`src/rtl/pipe_ctrl_unit.sv`:
```
// Control path for a 5-stage RV32 pipeline. It decodes the ID opcode, stages the control bundle through
// ID/EX, EX/MEM and MEM/WB, stalls once on a load-use hazard, flushes IF on a taken branch and tracks illegal opcodes.
module pipe_ctrl_unit #(
  parameter int RA_W      = 5,
  parameter bit EXT_OPS   = 1'b0,
  parameter int ERR_CNT_W = 8
) (
  input  logic                 clk_i,
  input  logic                 rst_i,
  input  logic [6:0]           op_i,
  input  logic [RA_W-1:0]      rs1_i,
  input  logic [RA_W-1:0]      rs2_i,
  input  logic [RA_W-1:0]      rd_i,
  input  logic                 br_eq_i,
  output logic                 pc_write_o,
  output logic                 ifid_write_o,
  output logic                 if_flush_o,
  output logic [1:0]           ex_alu_op_o,
  output logic                 ex_alu_src_o,
  output logic [RA_W-1:0]      ex_rd_o,
  output logic                 mem_read_o,
  output logic                 mem_write_o,
  output logic [RA_W-1:0]      mem_rd_o,
  output logic                 wb_reg_write_o,
  output logic                 wb_mem_to_reg_o,
  output logic [RA_W-1:0]      wb_rd_o,
  output logic                 illegal_o,
  output logic [ERR_CNT_W-1:0] illegal_cnt_o
);

  localparam logic [6:0] OP_NOP = 7'b0000000;
  localparam logic [6:0] OP_R   = 7'b0110011;
  localparam logic [6:0] OP_I   = 7'b0010011;
  localparam logic [6:0] OP_LD  = 7'b0000011;
  localparam logic [6:0] OP_SD  = 7'b0100011;
  localparam logic [6:0] OP_BEQ = 7'b1100011;
  localparam logic [6:0] OP_LUI = 7'b0110111;
  localparam logic [6:0] OP_JAL = 7'b1101111;

  typedef struct packed {
    logic [1:0] alu_op;
    logic       alu_src;
    logic       mem_read;
    logic       mem_write;
    logic       reg_write;
    logic       mem_to_reg;
  } ctrl_t;

  ctrl_t           id_ctrl;
  logic [RA_W-1:0] id_rd;
  logic            id_valid;
  logic            id_illegal;
  logic            uses_rs1;
  logic            uses_rs2;
  logic            is_beq;
  logic            is_jal;
  logic            stall;

  // EX/MEM and MEM/WB carry only the fields consumed downstream.
  logic            ex_mem_read;
  logic            ex_mem_write;
  logic            ex_reg_write;
  logic            ex_mem_to_reg;
  logic            mem_reg_write;
  logic            mem_mem_to_reg;

  // NOTE: every signal written here gets a default first, so no path leaves a latch behind.
  always_comb begin
    id_ctrl    = '0;
    id_valid   = 1'b0;
    id_illegal = 1'b0;
    uses_rs1   = 1'b0;
    uses_rs2   = 1'b0;
    is_beq     = 1'b0;
    is_jal     = 1'b0;
    case (op_i)
      OP_NOP: ;
      OP_R: begin
        id_ctrl.alu_op    = 2'b10;
        id_ctrl.reg_write = 1'b1;
        id_valid = 1'b1;
        uses_rs1 = 1'b1;
        uses_rs2 = 1'b1;
      end
      OP_I: begin
        id_ctrl.alu_src   = 1'b1;
        id_ctrl.reg_write = 1'b1;
        id_valid = 1'b1;
        uses_rs1 = 1'b1;
      end
      OP_LD: begin
        id_ctrl.alu_src    = 1'b1;
        id_ctrl.mem_read   = 1'b1;
        id_ctrl.reg_write  = 1'b1;
        id_ctrl.mem_to_reg = 1'b1;
        id_valid = 1'b1;
        uses_rs1 = 1'b1;
      end
      OP_SD: begin
        id_ctrl.alu_src   = 1'b1;
        id_ctrl.mem_write = 1'b1;
        id_valid = 1'b1;
        uses_rs1 = 1'b1;
        uses_rs2 = 1'b1;
      end
      OP_BEQ: begin
        id_ctrl.alu_op = 2'b01;
        id_valid = 1'b1;
        uses_rs1 = 1'b1;
        uses_rs2 = 1'b1;
        is_beq   = 1'b1;
      end
      OP_LUI: begin
        if (EXT_OPS) begin
          id_ctrl.alu_src   = 1'b1;
          id_ctrl.reg_write = 1'b1;
          id_valid = 1'b1;
        end else begin
          id_illegal = 1'b1;
        end
      end
      OP_JAL: begin
        if (EXT_OPS) begin
          id_ctrl.alu_src   = 1'b1;
          id_ctrl.reg_write = 1'b1;
          id_valid = 1'b1;
          is_jal   = 1'b1;
        end else begin
          id_illegal = 1'b1;
        end
      end
      default: id_illegal = 1'b1;
    endcase
    id_rd = id_valid ? rd_i : '0;
  end

  assign stall = ex_mem_read && (ex_rd_o != '0) &&
                 (((ex_rd_o == rs1_i) && uses_rs1) || ((ex_rd_o == rs2_i) && uses_rs2));

  assign pc_write_o   = ~stall;
  assign ifid_write_o = ~stall;
  assign if_flush_o   = ~rst_i & ~stall & ((is_beq & br_eq_i) | is_jal);

  // NOTE: all pipeline state uses non-blocking assignments so every stage samples the pre-edge values.
  always_ff @(posedge clk_i) begin
    if (rst_i) begin
      ex_alu_op_o     <= '0;
      ex_alu_src_o    <= 1'b0;
      ex_mem_read     <= 1'b0;
      ex_mem_write    <= 1'b0;
      ex_reg_write    <= 1'b0;
      ex_mem_to_reg   <= 1'b0;
      ex_rd_o         <= '0;
      mem_read_o      <= 1'b0;
      mem_write_o     <= 1'b0;
      mem_reg_write   <= 1'b0;
      mem_mem_to_reg  <= 1'b0;
      mem_rd_o        <= '0;
      wb_reg_write_o  <= 1'b0;
      wb_mem_to_reg_o <= 1'b0;
      wb_rd_o         <= '0;
      illegal_o       <= 1'b0;
      illegal_cnt_o   <= '0;
    end else begin
      // A stalled ID instruction stays in IF/ID and a bubble enters ID/EX.
      ex_alu_op_o   <= stall ? 2'b00 : id_ctrl.alu_op;
      ex_alu_src_o  <= ~stall & id_ctrl.alu_src;
      ex_mem_read   <= ~stall & id_ctrl.mem_read;
      ex_mem_write  <= ~stall & id_ctrl.mem_write;
      ex_reg_write  <= ~stall & id_ctrl.reg_write;
      ex_mem_to_reg <= ~stall & id_ctrl.mem_to_reg;
      ex_rd_o       <= stall ? '0 : id_rd;

      mem_read_o     <= ex_mem_read;
      mem_write_o    <= ex_mem_write;
      mem_reg_write  <= ex_reg_write;
      mem_mem_to_reg <= ex_mem_to_reg;
      mem_rd_o       <= ex_rd_o;

      wb_reg_write_o  <= mem_reg_write;
      wb_mem_to_reg_o <= mem_mem_to_reg;
      wb_rd_o         <= mem_rd_o;

      if (id_illegal && !stall) begin
        illegal_o <= 1'b1;
        if (illegal_cnt_o != '1) illegal_cnt_o <= illegal_cnt_o + 1'b1;
      end
    end
  end

endmodule
```
`config.mk`:
```
export PLATFORM = sky130hd
export DESIGN_NAME = pipe_ctrl_unit
export DESIGN_NICKNAME = d
export VERILOG_FILES = /design/src/rtl/pipe_ctrl_unit.sv
export SDC_FILE = /design/constraint.sdc
export NUM_CORES = 1
export LEC_CHECK = 0
export BUFFER_PORTS_ARGS = -buffer_cell sky130_fd_sc_hd__buf_4
export CAP_MARGIN = 10
export CORE_AREA = 2 2 59 61
export CTS_CLUSTER_SIZE = 14
export DETAILED_ROUTE_END_ITERATION = 10
export DIE_AREA = 0 0 61 63
export PLACE_DENSITY = 0.82
export SLEW_MARGIN = 25
export SYNTH_ARGS = -nofsm -noshare
export SYNTH_HDL_FRONTEND = slang
export SYNTH_SLANG_ARGS = --single-unit
export TNS_END_PERCENT = 30
```
`constraint.sdc`:
```
create_clock -name clk_i -period 1.85 [get_ports clk_i]
set_clock_uncertainty 0.2 [all_clocks]
set_input_delay 0.0925 -clock clk_i [delete_from_list [all_inputs] [get_ports clk_i]]
set_output_delay 0.0925 -clock clk_i [all_outputs]
set_load 0.02 [all_outputs]
```
==> flow_metrics.env <==
export IMPL_hold_path_class="input pin to flip-flop"
export IMPL_drv_cap=0
export IMPL_yosysWarnings=0
export IMPL_start_util_pct=44.1
export IMPL_synth_edf_count=0
export IMPL_yosysSeqAreaShare_pct=49.2
export IMPL_synth_distinct_cells=34
export IMPL_ir_drop_uv=384
export IMPL_io_buffer_count=58
export IMPL_clk_latency_ns=0.34
export IMPL_max_freq_ghz=0.470
export IMPL_setup_tns_ns=-1.90
export IMPL_cp_start_kind="flip-flop"
export IMPL_regArea_um2=707
export IMPL_clockRootBuffer="clkbuf_4"
export IMPL_largest_register="illegal_cnt_o"
export IMPL_die_area_um2=3840
export IMPL_timing_hold_ws_ns=0.0422
export IMPL_r2r_start="ex_rd_o[2]$_SDFF_PP0_"
export IMPL_drc=0
export IMPL_hpwl_mm=2.39
export IMPL_routabilityCongestion=0.863
export IMPL_die_width_um=61
export IMPL_slew_headroom_pct=72.8
export IMPL_layout_cells_most_common="buf_4"
export IMPL_multiInputGateArea_um2=717
export IMPL_cts_path_max_buffers=2
export IMPL_finalWorstSetupSlack_ns=-0.279
export IMPL_layout_common_cells="buf_4 (64), dfxtp_1 (32), nor2b_1 (17)"
export IMPL_path_class="flip-flop to output port"
export IMPL_drtIter0Drc=50
export IMPL_ant_nets=0
export IMPL_synth_cells=143
export IMPL_fillers=234
export IMPL_final_cells=276
export IMPL_fp_dieH_um=63
export IMPL_grt_pass1_wl_mm=6.33
export IMPL_timing_hold_violations_final=0
export IMPL_setup_violations=14
export IMPL_rsz0062_at_grt="true"
export IMPL_synthesis_nets=169
export IMPL_hold_path_startpoint="op_i[2]"
export IMPL_clk_pin_slew_ns=0.11
export IMPL_ys_seq_elements=35
export IMPL_overflow=0
export IMPL_cp_required_ns=1.56
export IMPL_grt_usage_pct=22.5
export IMPL_pin_count=59
export IMPL_dr_total_vias=1346
export IMPL_syn_to_final_growth_pct=61.6
export IMPL_reg2regPathDepth=7
export IMPL_nNetsFinal=254
export IMPL_grt_max_degree=26
export IMPL_power_leakage_nw=1.01
export IMPL_dpl_cell_count=247
export IMPL_ys_async_sr_fraction_pct=0
export IMPL_numCtsBuffers=5
export IMPL_dr_pass1_iters=4
export IMPL_vias_per_cell=4.88
export IMPL_clock_sinks=35
export IMPL_rr_endpoint="ex_alu_src_o$_SDFF_PP0_"
export IMPL_placed_cell_area_um2=1950
export IMPL_wl_per_cell_um=14.8
export IMPL_cp_arrival_ns=1.84
export IMPL_finalCritPeriodShare_pct=115
export IMPL_antenna_found_initial=1
export IMPL_grt_pass1_vias=1365
export IMPL_status="finished, violations left"
export IMPL_min_path_cells=6
export IMPL_drv_slew=0
export IMPL_tightest_slew_ns=0.402
export IMPL_post_route_min_period_ns=2.13
export IMPL_min_to="illegal_o$_SDFFE_PP0P_"
export IMPL_cp_max_fo=4
export IMPL_reg2reg_slack_ns=-0.21
export IMPL_rows=21
export IMPL_wirelength_mm=4.08
export IMPL_fp_coreArea_um2=3230
export IMPL_power_total_mw=1.63
export IMPL_fin_area_um2=2300
export IMPL_cts_tree="built"
export IMPL_power_density_nw_per_um2=707
export IMPL_avgSynthCellArea_um2=9.97
export IMPL_crit_path_end_kind="output port"
export IMPL_syn_area_um2=1430
export IMPL_htreeDepth=2
export IMPL_synth_top_flop_cell="dfxtp_1"
export IMPL_drive_gt1_share_pct=45.0
export IMPL_largest_register_ffs=8
export IMPL_violations="negative setup slack"
-- kinds of logic after synthesis --
kind of cell,share of synthesized area (%)
and+or+nand+nor,31.7
DFF,49.2
xor gates and xnor gates,8.60
AOI/OAI and AO/OA,5.53
buffers and inverters,3.42
muxes,0.702
adders and majority gates,0.878
-- metrics by stage --
stage | setup WS [ns] | utilization [%]
6_report | -0.279 | 71.3
5_1_grt | -0.366 | 71.3
4_1_cts | -0.284 | 69.2
3_5_place_dp | 0.0509 | 60.3
3_3_place_gp | 0.0691 | 60.3
2_1_floorplan | -0.0527 | -
-- routing by layer --
metal / track usage (%) / vias up / routed length [um]
met5: 0 / - / 0
met4: 8.70 / 0 / 110
met3: 8.07 / 8 / 234
met2: 38.0 / 48 / 2180
met1: 25.1 / 631 / 1550
li1: - / 659 / -
-- cell type report --
class                      count  share of cell area (%)
antenna                        1                   0.109
multi-input combinational     99                    31.1
timing repair buffer          84                    30.5
clock inverter                 3                    2.93
tap                           46                    2.50
clock buffer                   5                    1.63
sequential                    35                    30.7
inverter                       3                   0.489
-- where the power goes --
| part | internal (mW) | leakage, nW | switching [mW] |
|---|---|---|---|
| clock | 0.420 | 0.0514 | 0.259 |
| sequential | 0.763 | 0.285 | 0.0112 |
| combinational | 0.0935 | 0.675 | 0.0823 |
-- synth_stat cells (2+ instances only) --
cell / instances / area (um2)
nor3_1: 6 / 30.0
nand2_1: 5 / 18.8
nand4_1: 2 / 12.5
nor4b_1: 2 / 17.5
buf_4: 2 / 15.0
xnor2_1: 6 / 52.6
a21oi_2: 3 / 26.3
nand3_1: 10 / 50.1
nor2b_1: 17 / 106
inv_1: 3 / 11.3
clkbuf_1: 3 / 11.3
a21o_1: 2 / 15.0
xor2_1: 8 / 70.1
dfxtp_1: 35 / 701
nor4_1: 4 / 25.0
nor2_1: 16 / 60.1
nor4_4: 2 / 42.5
-- worst max-delay path, cell delays in order, from the launching register on --
cell and delay [ns]:
dfxtp_4 0.38, buf_4 0.15, xor2_2 0.19, a21oi_2 0.15, nand4_1 0.13, a21oi_2 0.21, buf_12 0.13, nor3_4 0.03
buf_6 0.13
-- what timing repair did --
action	CTS	global route
setup buffers	4	3
pin swaps	6	7
hold endpoints to repair	13	0
setup endpoints to repair	3	20
gates resized for setup	8	12
hold buffers	13	0
-- how the worst max path moves through the flow --
stage / cells after the start / startpoint / slack [ns] / endpoint
finish: 8 / ex_rd_o[2]$_SDFF_PP0_ / -0.28 / if_flush_o
global route: 8 / ex_rd_o[2]$_SDFF_PP0_ / -0.37 / if_flush_o
CTS: 6 / ex_rd_o[1]$_SDFF_PP0_ / -0.28 / if_flush_o
detailed placement: 8 / op_i[2] / 0.05 / pc_write_o
global placement: 8 / op_i[2] / 0.07 / pc_write_o
floorplan: 6 / ex_rd_o[1]$_SDFF_PP0_ / -0.05 / pc_write_o
Note: power is estimated with default switching activity, not from simulation.
